==> src/rtl/mac_cam_learner_pkg.sv <==
// Shared definitions for the MAC CAM learner.
// Holds the FSM state type, the table entry field layout, the broadcast MAC
// and the index of the Ethernet group (multicast) bit.
// Entry layout, LSB first: mac[47:0], oq[NQ-1:0], protect, valid.
package mac_cam_learner_pkg;

  typedef enum logic [2:0] {
    ST_INIT     = 3'd0,
    ST_IDLE     = 3'd1,
    ST_SEARCH   = 3'd2,
    ST_CAM_WR   = 3'd3,
    ST_CAM_WAIT = 3'd4
  } state_t;

  localparam int unsigned MAC_W     = 48;
  localparam int unsigned MAC_LSB   = 0;
  localparam int unsigned OQ_LSB    = MAC_W;
  localparam int unsigned GROUP_BIT = 40;

  localparam logic [MAC_W-1:0] BCAST_MAC = 48'hFFFF_FFFF_FFFF;

  function automatic int unsigned protect_bit(input int unsigned nq);
    return OQ_LSB + nq;
  endfunction

  function automatic int unsigned valid_bit(input int unsigned nq);
    return OQ_LSB + nq + 1;
  endfunction

  function automatic int unsigned entry_w(input int unsigned nq);
    return MAC_W + nq + 2;
  endfunction

endpackage

==> src/rtl/mac_learn_table.sv <==
// Shadow table of the MAC CAM: one {valid, protect, oq, mac} entry per CAM
// address.
// Ports:
//   clk, reset          - clock, synchronous active-high reset (read port only)
//   we, wr_*            - single write port, full entry per write
//   rd_addr, rd_*       - registered read port, 1-cycle latency
//   search_mac          - key for the parallel compare
//   hit, hit_idx        - lowest valid entry whose mac equals search_mac
//   free_idx, any_free  - lowest invalid entry
//   peek_addr, peek_*   - combinational view of one entry's protect/oq
module mac_learn_table #(
  parameter int unsigned NUM_OUTPUT_QUEUES = 8,
  parameter int unsigned LUT_DEPTH_BITS    = 4
) (
  input  logic                         clk,
  input  logic                         reset,
  input  logic                         we,
  input  logic [LUT_DEPTH_BITS-1:0]    wr_addr,
  input  logic                         wr_valid,
  input  logic                         wr_protect,
  input  logic [NUM_OUTPUT_QUEUES-1:0] wr_oq,
  input  logic [47:0]                  wr_mac,
  input  logic [LUT_DEPTH_BITS-1:0]    rd_addr,
  output logic [NUM_OUTPUT_QUEUES-1:0] rd_oq,
  output logic [47:0]                  rd_mac,
  output logic                         rd_protect,
  input  logic [47:0]                  search_mac,
  output logic                         hit,
  output logic [LUT_DEPTH_BITS-1:0]    hit_idx,
  output logic [LUT_DEPTH_BITS-1:0]    free_idx,
  output logic                         any_free,
  input  logic [LUT_DEPTH_BITS-1:0]    peek_addr,
  output logic                         peek_protect,
  output logic [NUM_OUTPUT_QUEUES-1:0] peek_oq
);
  import mac_cam_learner_pkg::*;

  localparam int unsigned LUT_DEPTH = 2**LUT_DEPTH_BITS;
  localparam int unsigned EW        = entry_w(NUM_OUTPUT_QUEUES);
  localparam int unsigned PB        = protect_bit(NUM_OUTPUT_QUEUES);
  localparam int unsigned VB        = valid_bit(NUM_OUTPUT_QUEUES);

  logic [EW-1:0] entry [LUT_DEPTH];

  // No reset on the array: the INIT sequence rewrites every entry before
  // any search can look at it.
  always_ff @(posedge clk) begin
    if (we) entry[wr_addr] <= {wr_valid, wr_protect, wr_oq, wr_mac};
  end

  always_ff @(posedge clk) begin
    if (reset) begin
      rd_oq      <= '0;
      rd_mac     <= '0;
      rd_protect <= 1'b0;
    end else begin
      rd_oq      <= entry[rd_addr][OQ_LSB +: NUM_OUTPUT_QUEUES];
      rd_mac     <= entry[rd_addr][MAC_LSB +: MAC_W];
      rd_protect <= entry[rd_addr][PB];
    end
  end

  // Scan from the top down so the lowest matching / free index wins.
  always_comb begin
    hit      = 1'b0;
    hit_idx  = '0;
    any_free = 1'b0;
    free_idx = '0;
    for (int unsigned i = LUT_DEPTH; i > 0; i--) begin
      if (entry[i-1][VB] && (entry[i-1][MAC_LSB +: MAC_W] == search_mac)) begin
        hit     = 1'b1;
        hit_idx = LUT_DEPTH_BITS'(i-1);
      end
      if (!entry[i-1][VB]) begin
        any_free = 1'b1;
        free_idx = LUT_DEPTH_BITS'(i-1);
      end
    end
  end

  assign peek_protect = entry[peek_addr][PB];
  assign peek_oq      = entry[peek_addr][OQ_LSB +: NUM_OUTPUT_QUEUES];

endmodule

==> src/rtl/mac_cam_learner.sv <==
// Write side of the learning switch MAC CAM: initialises the CAM and its
// shadow table after reset, learns source MAC/port pairs and services host
// writes.
// Ports:
//   clk, reset                        - clock, synchronous active-high reset
//   learn_mac/port/req, learn_ack     - learn handshake (req held until ack)
//   wr_addr/req/oq/protect/mac, wr_ack - host entry write, ack is a pulse
//   cam_we, cam_wr_addr, cam_din      - CAM write strobe and data
//   cam_busy                          - CAM write in progress
//   lut_rd_addr, lut_rd_*             - registered table read for the lookup side
//   init_done                         - initialisation complete
//   learn_new/update/drop             - one-cycle learn outcome pulses
module mac_cam_learner #(
  parameter int unsigned                   NUM_OUTPUT_QUEUES         = 8,
  parameter int unsigned                   NUM_IQ_BITS               = 3,
  parameter int unsigned                   LUT_DEPTH_BITS            = 4,
  parameter int unsigned                   LUT_DEPTH                 = 2**LUT_DEPTH_BITS,
  parameter logic [NUM_OUTPUT_QUEUES-1:0]  DEFAULT_MISS_OUTPUT_PORTS = NUM_OUTPUT_QUEUES'(8'h55)
) (
  input  logic                         clk,
  input  logic                         reset,
  input  logic [47:0]                  learn_mac,
  input  logic [NUM_IQ_BITS-1:0]       learn_port,
  input  logic                         learn_req,
  output logic                         learn_ack,
  input  logic [LUT_DEPTH_BITS-1:0]    wr_addr,
  input  logic                         wr_req,
  input  logic [NUM_OUTPUT_QUEUES-1:0] wr_oq,
  input  logic                         wr_protect,
  input  logic [47:0]                  wr_mac,
  output logic                         wr_ack,
  output logic                         cam_we,
  output logic [LUT_DEPTH_BITS-1:0]    cam_wr_addr,
  output logic [47:0]                  cam_din,
  input  logic                         cam_busy,
  input  logic [LUT_DEPTH_BITS-1:0]    lut_rd_addr,
  output logic [NUM_OUTPUT_QUEUES-1:0] lut_rd_oq,
  output logic [47:0]                  lut_rd_mac,
  output logic                         lut_rd_protect,
  output logic                         init_done,
  output logic                         learn_new,
  output logic                         learn_update,
  output logic                         learn_drop
);
  import mac_cam_learner_pkg::*;

  localparam logic [LUT_DEPTH_BITS-1:0] LAST_IDX   = LUT_DEPTH_BITS'(LUT_DEPTH-1);
  localparam logic [LUT_DEPTH_BITS-1:0] VICTIM_MAX = LUT_DEPTH_BITS'(LUT_DEPTH-2);

  state_t                         state;
  logic [LUT_DEPTH_BITS-1:0]      init_ptr;
  logic [LUT_DEPTH_BITS-1:0]      victim_ptr;
  logic [LUT_DEPTH_BITS-1:0]      next_victim;
  logic [47:0]                    lmac_q;
  logic [NUM_OUTPUT_QUEUES-1:0]   loq_q;
  logic [NUM_OUTPUT_QUEUES-1:0]   learn_dec;
  logic                           cur_learn;
  logic                           mac_bad;

  logic                           t_we;
  logic [LUT_DEPTH_BITS-1:0]      t_addr;
  logic                           t_valid;
  logic                           t_protect;
  logic [NUM_OUTPUT_QUEUES-1:0]   t_oq;
  logic [47:0]                    t_mac;

  logic                           hit;
  logic                           any_free;
  logic                           peek_protect;
  logic [LUT_DEPTH_BITS-1:0]      hit_idx;
  logic [LUT_DEPTH_BITS-1:0]      free_idx;
  logic [LUT_DEPTH_BITS-1:0]      peek_addr;
  logic [NUM_OUTPUT_QUEUES-1:0]   peek_oq;

  mac_learn_table #(
    .NUM_OUTPUT_QUEUES (NUM_OUTPUT_QUEUES),
    .LUT_DEPTH_BITS    (LUT_DEPTH_BITS)
  ) u_table (
    .clk          (clk),
    .reset        (reset),
    .we           (t_we),
    .wr_addr      (t_addr),
    .wr_valid     (t_valid),
    .wr_protect   (t_protect),
    .wr_oq        (t_oq),
    .wr_mac       (t_mac),
    .rd_addr      (lut_rd_addr),
    .rd_oq        (lut_rd_oq),
    .rd_mac       (lut_rd_mac),
    .rd_protect   (lut_rd_protect),
    .search_mac   (lmac_q),
    .hit          (hit),
    .hit_idx      (hit_idx),
    .free_idx     (free_idx),
    .any_free     (any_free),
    .peek_addr    (peek_addr),
    .peek_protect (peek_protect),
    .peek_oq      (peek_oq)
  );

  always_comb begin
    learn_dec = '0;
    for (int unsigned i = 0; i < NUM_OUTPUT_QUEUES; i++) begin
      if (32'(learn_port) == i) learn_dec[i] = 1'b1;
    end
  end

  assign mac_bad     = (lmac_q == '0) || lmac_q[GROUP_BIT];
  assign peek_addr   = hit ? hit_idx : victim_ptr;
  assign next_victim = (victim_ptr == VICTIM_MAX) ? '0 : victim_ptr + 1'b1;

  // The strobe is combinational so it can follow cam_busy in the same cycle.
  assign cam_we = (state == ST_CAM_WR) && !cam_busy && !reset;

  // Table write port: INIT entry, host write, or SEARCH outcome.
  always_comb begin
    t_we      = 1'b0;
    t_addr    = init_ptr;
    t_valid   = 1'b0;
    t_protect = 1'b0;
    t_oq      = '0;
    t_mac     = '0;
    case (state)
      ST_INIT: begin
        t_we = 1'b1;
        if (init_ptr == LAST_IDX) begin
          t_valid   = 1'b1;
          t_protect = 1'b1;
          t_oq      = DEFAULT_MISS_OUTPUT_PORTS;
          t_mac     = BCAST_MAC;
        end
      end
      ST_IDLE: begin
        if (wr_req) begin
          t_we      = 1'b1;
          t_addr    = wr_addr;
          t_valid   = (wr_mac != '0);
          t_protect = wr_protect;
          t_oq      = wr_oq;
          t_mac     = wr_mac;
        end
      end
      ST_SEARCH: begin
        t_valid = 1'b1;
        t_oq    = loq_q;
        t_mac   = lmac_q;
        if (!mac_bad) begin
          if (hit) begin
            t_addr = hit_idx;
            t_we   = !peek_protect && (peek_oq != loq_q);
          end else if (any_free) begin
            t_addr = free_idx;
            t_we   = 1'b1;
          end else begin
            t_addr = victim_ptr;
            t_we   = !peek_protect;
          end
        end
      end
      default: ;
    endcase
    if (reset) t_we = 1'b0;
  end

  always_ff @(posedge clk) begin
    if (reset) begin
      state        <= ST_INIT;
      init_ptr     <= '0;
      victim_ptr   <= '0;
      init_done    <= 1'b0;
      learn_ack    <= 1'b0;
      wr_ack       <= 1'b0;
      learn_new    <= 1'b0;
      learn_update <= 1'b0;
      learn_drop   <= 1'b0;
      cam_wr_addr  <= '0;
      cam_din      <= '0;
      lmac_q       <= '0;
      loq_q        <= '0;
      cur_learn    <= 1'b0;
    end else begin
      wr_ack       <= 1'b0;
      learn_new    <= 1'b0;
      learn_update <= 1'b0;
      learn_drop   <= 1'b0;
      if (learn_ack && !learn_req) learn_ack <= 1'b0;

      case (state)
        ST_INIT: begin
          cam_wr_addr <= init_ptr;
          cam_din     <= (init_ptr == LAST_IDX) ? BCAST_MAC : '0;
          cur_learn   <= 1'b0;
          state       <= ST_CAM_WR;
        end
        ST_IDLE: begin
          if (wr_req) begin
            cam_wr_addr <= wr_addr;
            cam_din     <= wr_mac;
            wr_ack      <= 1'b1;
            cur_learn   <= 1'b0;
            state       <= ST_CAM_WR;
          end else if (learn_req && !learn_ack) begin
            lmac_q <= learn_mac;
            loq_q  <= learn_dec;
            state  <= ST_SEARCH;
          end
        end
        ST_SEARCH: begin
          state <= ST_IDLE;
          if (mac_bad) begin
            learn_drop <= 1'b1;
            learn_ack  <= 1'b1;
          end else if (hit) begin
            learn_update <= t_we;
            learn_ack    <= 1'b1;
          end else if (any_free || !peek_protect) begin
            cam_wr_addr <= t_addr;
            cam_din     <= lmac_q;
            learn_new   <= 1'b1;
            cur_learn   <= 1'b1;
            state       <= ST_CAM_WR;
            if (!any_free) victim_ptr <= next_victim;
          end else begin
            learn_drop <= 1'b1;
            learn_ack  <= 1'b1;
            victim_ptr <= next_victim;
          end
        end
        ST_CAM_WR: begin
          if (!cam_busy) state <= ST_CAM_WAIT;
        end
        ST_CAM_WAIT: begin
          if (!cam_busy) begin
            if (!init_done) begin
              if (init_ptr == LAST_IDX) begin
                init_done <= 1'b1;
                state     <= ST_IDLE;
              end else begin
                init_ptr <= init_ptr + 1'b1;
                state    <= ST_INIT;
              end
            end else begin
              state <= ST_IDLE;
              if (cur_learn) learn_ack <= 1'b1;
            end
          end
        end
        default: state <= ST_INIT;
      endcase
    end
  end

endmodule

==> config.mk <==
export PLATFORM = sky130hd
export DESIGN_NAME = mac_cam_learner
export DESIGN_NICKNAME = d
export VERILOG_FILES = /design/src/rtl/mac_cam_learner_pkg.sv /design/src/rtl/mac_learn_table.sv /design/src/rtl/mac_cam_learner.sv
export SDC_FILE = /design/constraint.sdc
export NUM_CORES = 2
export LEC_CHECK = 0
export CORE_ASPECT_RATIO = 0.5
export CORE_MARGIN = 5
export CORE_UTILIZATION = 45
export CTS_BUF_LIST = sky130_fd_sc_hd__clkbuf_8 sky130_fd_sc_hd__clkbuf_16
export DETAILED_ROUTE_END_ITERATION = 12
export SLEW_MARGIN = 20
export SYNTH_ARGS = -nofsm -noshare
export SYNTH_HDL_FRONTEND = slang
export SYNTH_SLANG_ARGS = --single-unit
export TNS_END_PERCENT = 5
==> constraint.sdc <==
create_clock -name clk -period 22.2 [get_ports clk]
set_input_delay 4.44 -clock clk [delete_from_list [all_inputs] [get_ports clk]]
set_output_delay 4.44 -clock clk [all_outputs]
set_load 0.02 [all_outputs]
==> impl_metrics.py <==
metrics = {
    "synth": {
        "yosys.area_share.simple": 0.115,
        "synth_top_family_by_area": "multiplexers",
        "synth_cell_type_count": 84,
        "synth_nets": 4234,
        "synth_compound_area_frac": 0.0593,
        "synth_edf_count": 928,
        "syn_area_per_cell_um2": 13.7,
        "yosys_warnings": 0,
        "synthFlopType": "edfxtp_1",
        "synth_xor_area_frac": 0.111,
        "synth_mux_area_frac": 0.127,
        "synth.cell_area_um2": 56300,
        "ys_ff_latch": 1111,
        "yosysSeqAreaShare": 0.560,
        "syn_inst": 4112,
        "post_synth_fa_ha_maj_area_fraction": 0.000222,
        "async_flop_share": 0,
    },
    "sta": {
        "setup_viol": 0,
        "skew_ps": 66.3,
        "worstMarginPinSlew_ps": 1440,
        "clock.fmax_mhz": 94.5,
        "timing.final.crit_period_ps": 10580,
        "period_share": 0.477,
        "finalHoldViolCount": 0,
        "report.final.slew_viol_count": 0,
        "grt_setup_unrepaired": "no",
        "tns_ps": 0,
        "worst_hold_slack_ps": 457,
        "relSlewSlack": 0.0334,
    },
    "cts": {
        "cts_buffers": 103,
        "clk_latency_ps": 800,
        "ctsResizeCount": 0,
        "htreeDepth": 3,
        "clk_path_buf_depth": 3,
        "clockRootBuffer": "clkbuf_16",
        "cts_tree": "built",
        "post_cts_buffers": 0,
        "cts_sinks": 1111,
        "cts_hold_buffers": 0,
        "path_clk_slew_ps": 70,
    },
    "power": {
        "p_per_area_nw_per_um2": 79.4,
        "p_sw_frac": 0.296,
        "p_int_mw": 3.65,
        "ir_drop_mv": 0.0600,
        "netSwitchingPower_mw": 1.54,
        "comb_power_share": 0.156,
        "pwr-share-clk": 0.384,
        "leakagePower_nw": 20.3,
        "seqPwrFrac": 0.460,
    },
    "setup_path": {
        "required_ps": 17760,
        "slowest_stage": "clkdlybuf4s50_1",
        "cp_common_cell": "clkdlybuf4s50_1",
        "crit_path_end_kind": "primary output",
        "critPathBufInv": 2,
        "cp-startpoint": "cam_busy",
        "crit_path_end": "cam_we",
        "crit_type": "in -> out",
        "crit_arrival_ps": 6140,
        "rrSetupSlack_ps": 12620,
        "reg2regPathDepth": 20,
        "worstReg2RegStart": "lmac_q[10]",
        "path_delay_family": "buffers and inverters",
        "critPathMaxStageDelay_ps": 640,
        "critPathLaunchType": "input pin",
        "worstPathMaxFanout": 4,
        "cp.depth": 4,
        "worstReg2RegEnd": "u_table.entry[9][10]",
        "path_cells": "clkdlybuf4s50_1 -> nor2b_1 -> and3_1 -> clkdlybuf4s50_1",
    },
    "global_route": {
        "grt_max_degree": 82,
        "grt_pass1_vias": 40100,
        "grt_pass1_wl_um": 414000,
        "grtUsageTotal": 0.482,
        "antenna_found_initial": 46,
        "grt-ovfl-total": 0,
    },
    "drt": {
        "drt_wl_total_um": 328000,
        "firstDrtPassIters": 8,
        "post_drt_wl_per_cell_um": 53.0,
        "drtIter0Drc": 10400,
        "drc": 0,
        "ant_nets": 0,
        "viasPerCell": 7.46,
        "vias": 46200,
    },
    "die": {
        "die_x_um": 510,
        "coreArea_um2": 124000,
        "ioPinCount": 237,
        "die-area_um2": 133000,
        "rows": 91,
        "start_util": 0.455,
        "die_y_um": 260,
    },
    "finish": {
        "nets": 4462,
        "fillCellCount": 10300,
        "area_growth_pct": 16.1,
        "layout-drive-gt1-share": 0.174,
        "fin_cells": 6190,
        "final_common_cell": "edfxtp_1",
        "final_cell_mix": "edfxtp_1 (928), xnor2_1 (470), mux4_2 (285), nand4_1 (253), clkdlybuf4s50_1 (231)",
    },
    "flow_run": {
        "drv_cap": 0,
    },
    "worst_hold_path": {
        "holdCritPathClass": "reg -> reg",
        "min_path_cells": 2,
    },
    "placement": {
        "port_buffers": 236,
        "hpwl_um": 253000,
        "place_congestion": 1.13,
        "dp.cells": 5908,
    },
    "outcome": {
        "run_status": "completed",
    },
}
## power by group through the flow
stage	sequential, mW	clock, mW	combinational [mW]
after floorplan	2.44	0	0.334
after global placement	2.42	0	0.743
after detailed placement	2.42	0	0.744
after CTS	2.38	1.97	0.749
after global routing	2.39	2.06	0.797
final	2.38	1.99	0.812
## cells by family after synthesis
family	count (synthesis)
flops	1111
buf+inv	325
mux	355
fa+ha+maj	1
compound gates	473
xor+xnor	714
simple gates	1133
## worst reg2reg max path: cells and delay by family, from the launching register on
kind            cells  cell delay (ps)
buf+inv             5             2030
flops               1              300
simple gates       10             4240
xor+xnor            2             1060
compound gates      3             1400
## layout make-up
type                            instances  area [um2]  area share
Antenna cell                           85         213     0.00325
Clock inverter                         81         917      0.0140
Tap cell                             1674        2090      0.0320
Inverter                               37         139     0.00212
Multi-Input combinational cell       2676       24000       0.367
Sequential cell                      1111       31500       0.482
Clock buffer                          115        2770      0.0423
Timing Repair Buffer                  411        3720      0.0569
## Yosys cell counts (71+ instances only)
| cell | instances | area [um2] |
|---|---|---|
| xor2_1 | 210 | 1840 |
| nor2b_1 | 71 | 444 |
| nand2b_1 | 127 | 795 |
| mux4_2 | 285 | 6420 |
| edfxtp_1 | 928 | 27900 |
| clkbuf_1 | 128 | 480 |
| a21oi_1 | 158 | 791 |
| nand2_1 | 203 | 762 |
| nor4_1 | 165 | 1030 |
| buf_2 | 91 | 455 |
| nand4_1 | 253 | 1580 |
| xnor2_1 | 504 | 4410 |
| nand3_1 | 71 | 355 |
| dfxtp_1 | 183 | 3660 |
| a211oi_1 | 89 | 668 |
## worst min path at each step
stage,startpoint,end
global route,lmac_q[47],lmac_q[47]
CTS,lmac_q[47],lmac_q[47]
finish,lmac_q[47],lmac_q[47]
detailed placement,lmac_q[47],lmac_q[47]
floorplan,loq_q[2],loq_q[2]
global placement,lmac_q[47],lmac_q[47]
## through the flow
step / util / instance area (um2) / worst slack, ps / power [mW]
3_3_place_gp: 0.493 / 61000 / 11650 / 3.16
4_1_cts: 0.524 / 64800 / 11670 / 5.10
5_1_grt: 0.528 / 65300 / 11580 / 5.25
3_5_place_dp: 0.494 / 61100 / 11680 / 3.17
6_report: 0.528 / 65400 / 11620 / 5.19
2_1_floorplan: - / 56300 / 11580 / 2.77
## sequential cells by signal (all words and copies together) (netlist names), 3 cells and up
name	count
state	3
cam_din	48
cam_wr_addr	4
loq_q	8
u_table.entry	928
victim_ptr	4
u_table.rd_oq	8
lmac_q	48
init_ptr	4
u_table.rd_mac	48
## routing by layer
metal | vias up | global-route usage | part of all wire
met5 | - | 0.216 | 0.013
met4 | 58 | 0.0690 | 0.022
met3 | 613 | 0.435 | 0.23
met2 | 4994 | 0.543 | 0.34
met1 | 23900 | 0.653 | 0.39
li1 | 16600 | - | -
(Power assumes the default switching activity.)
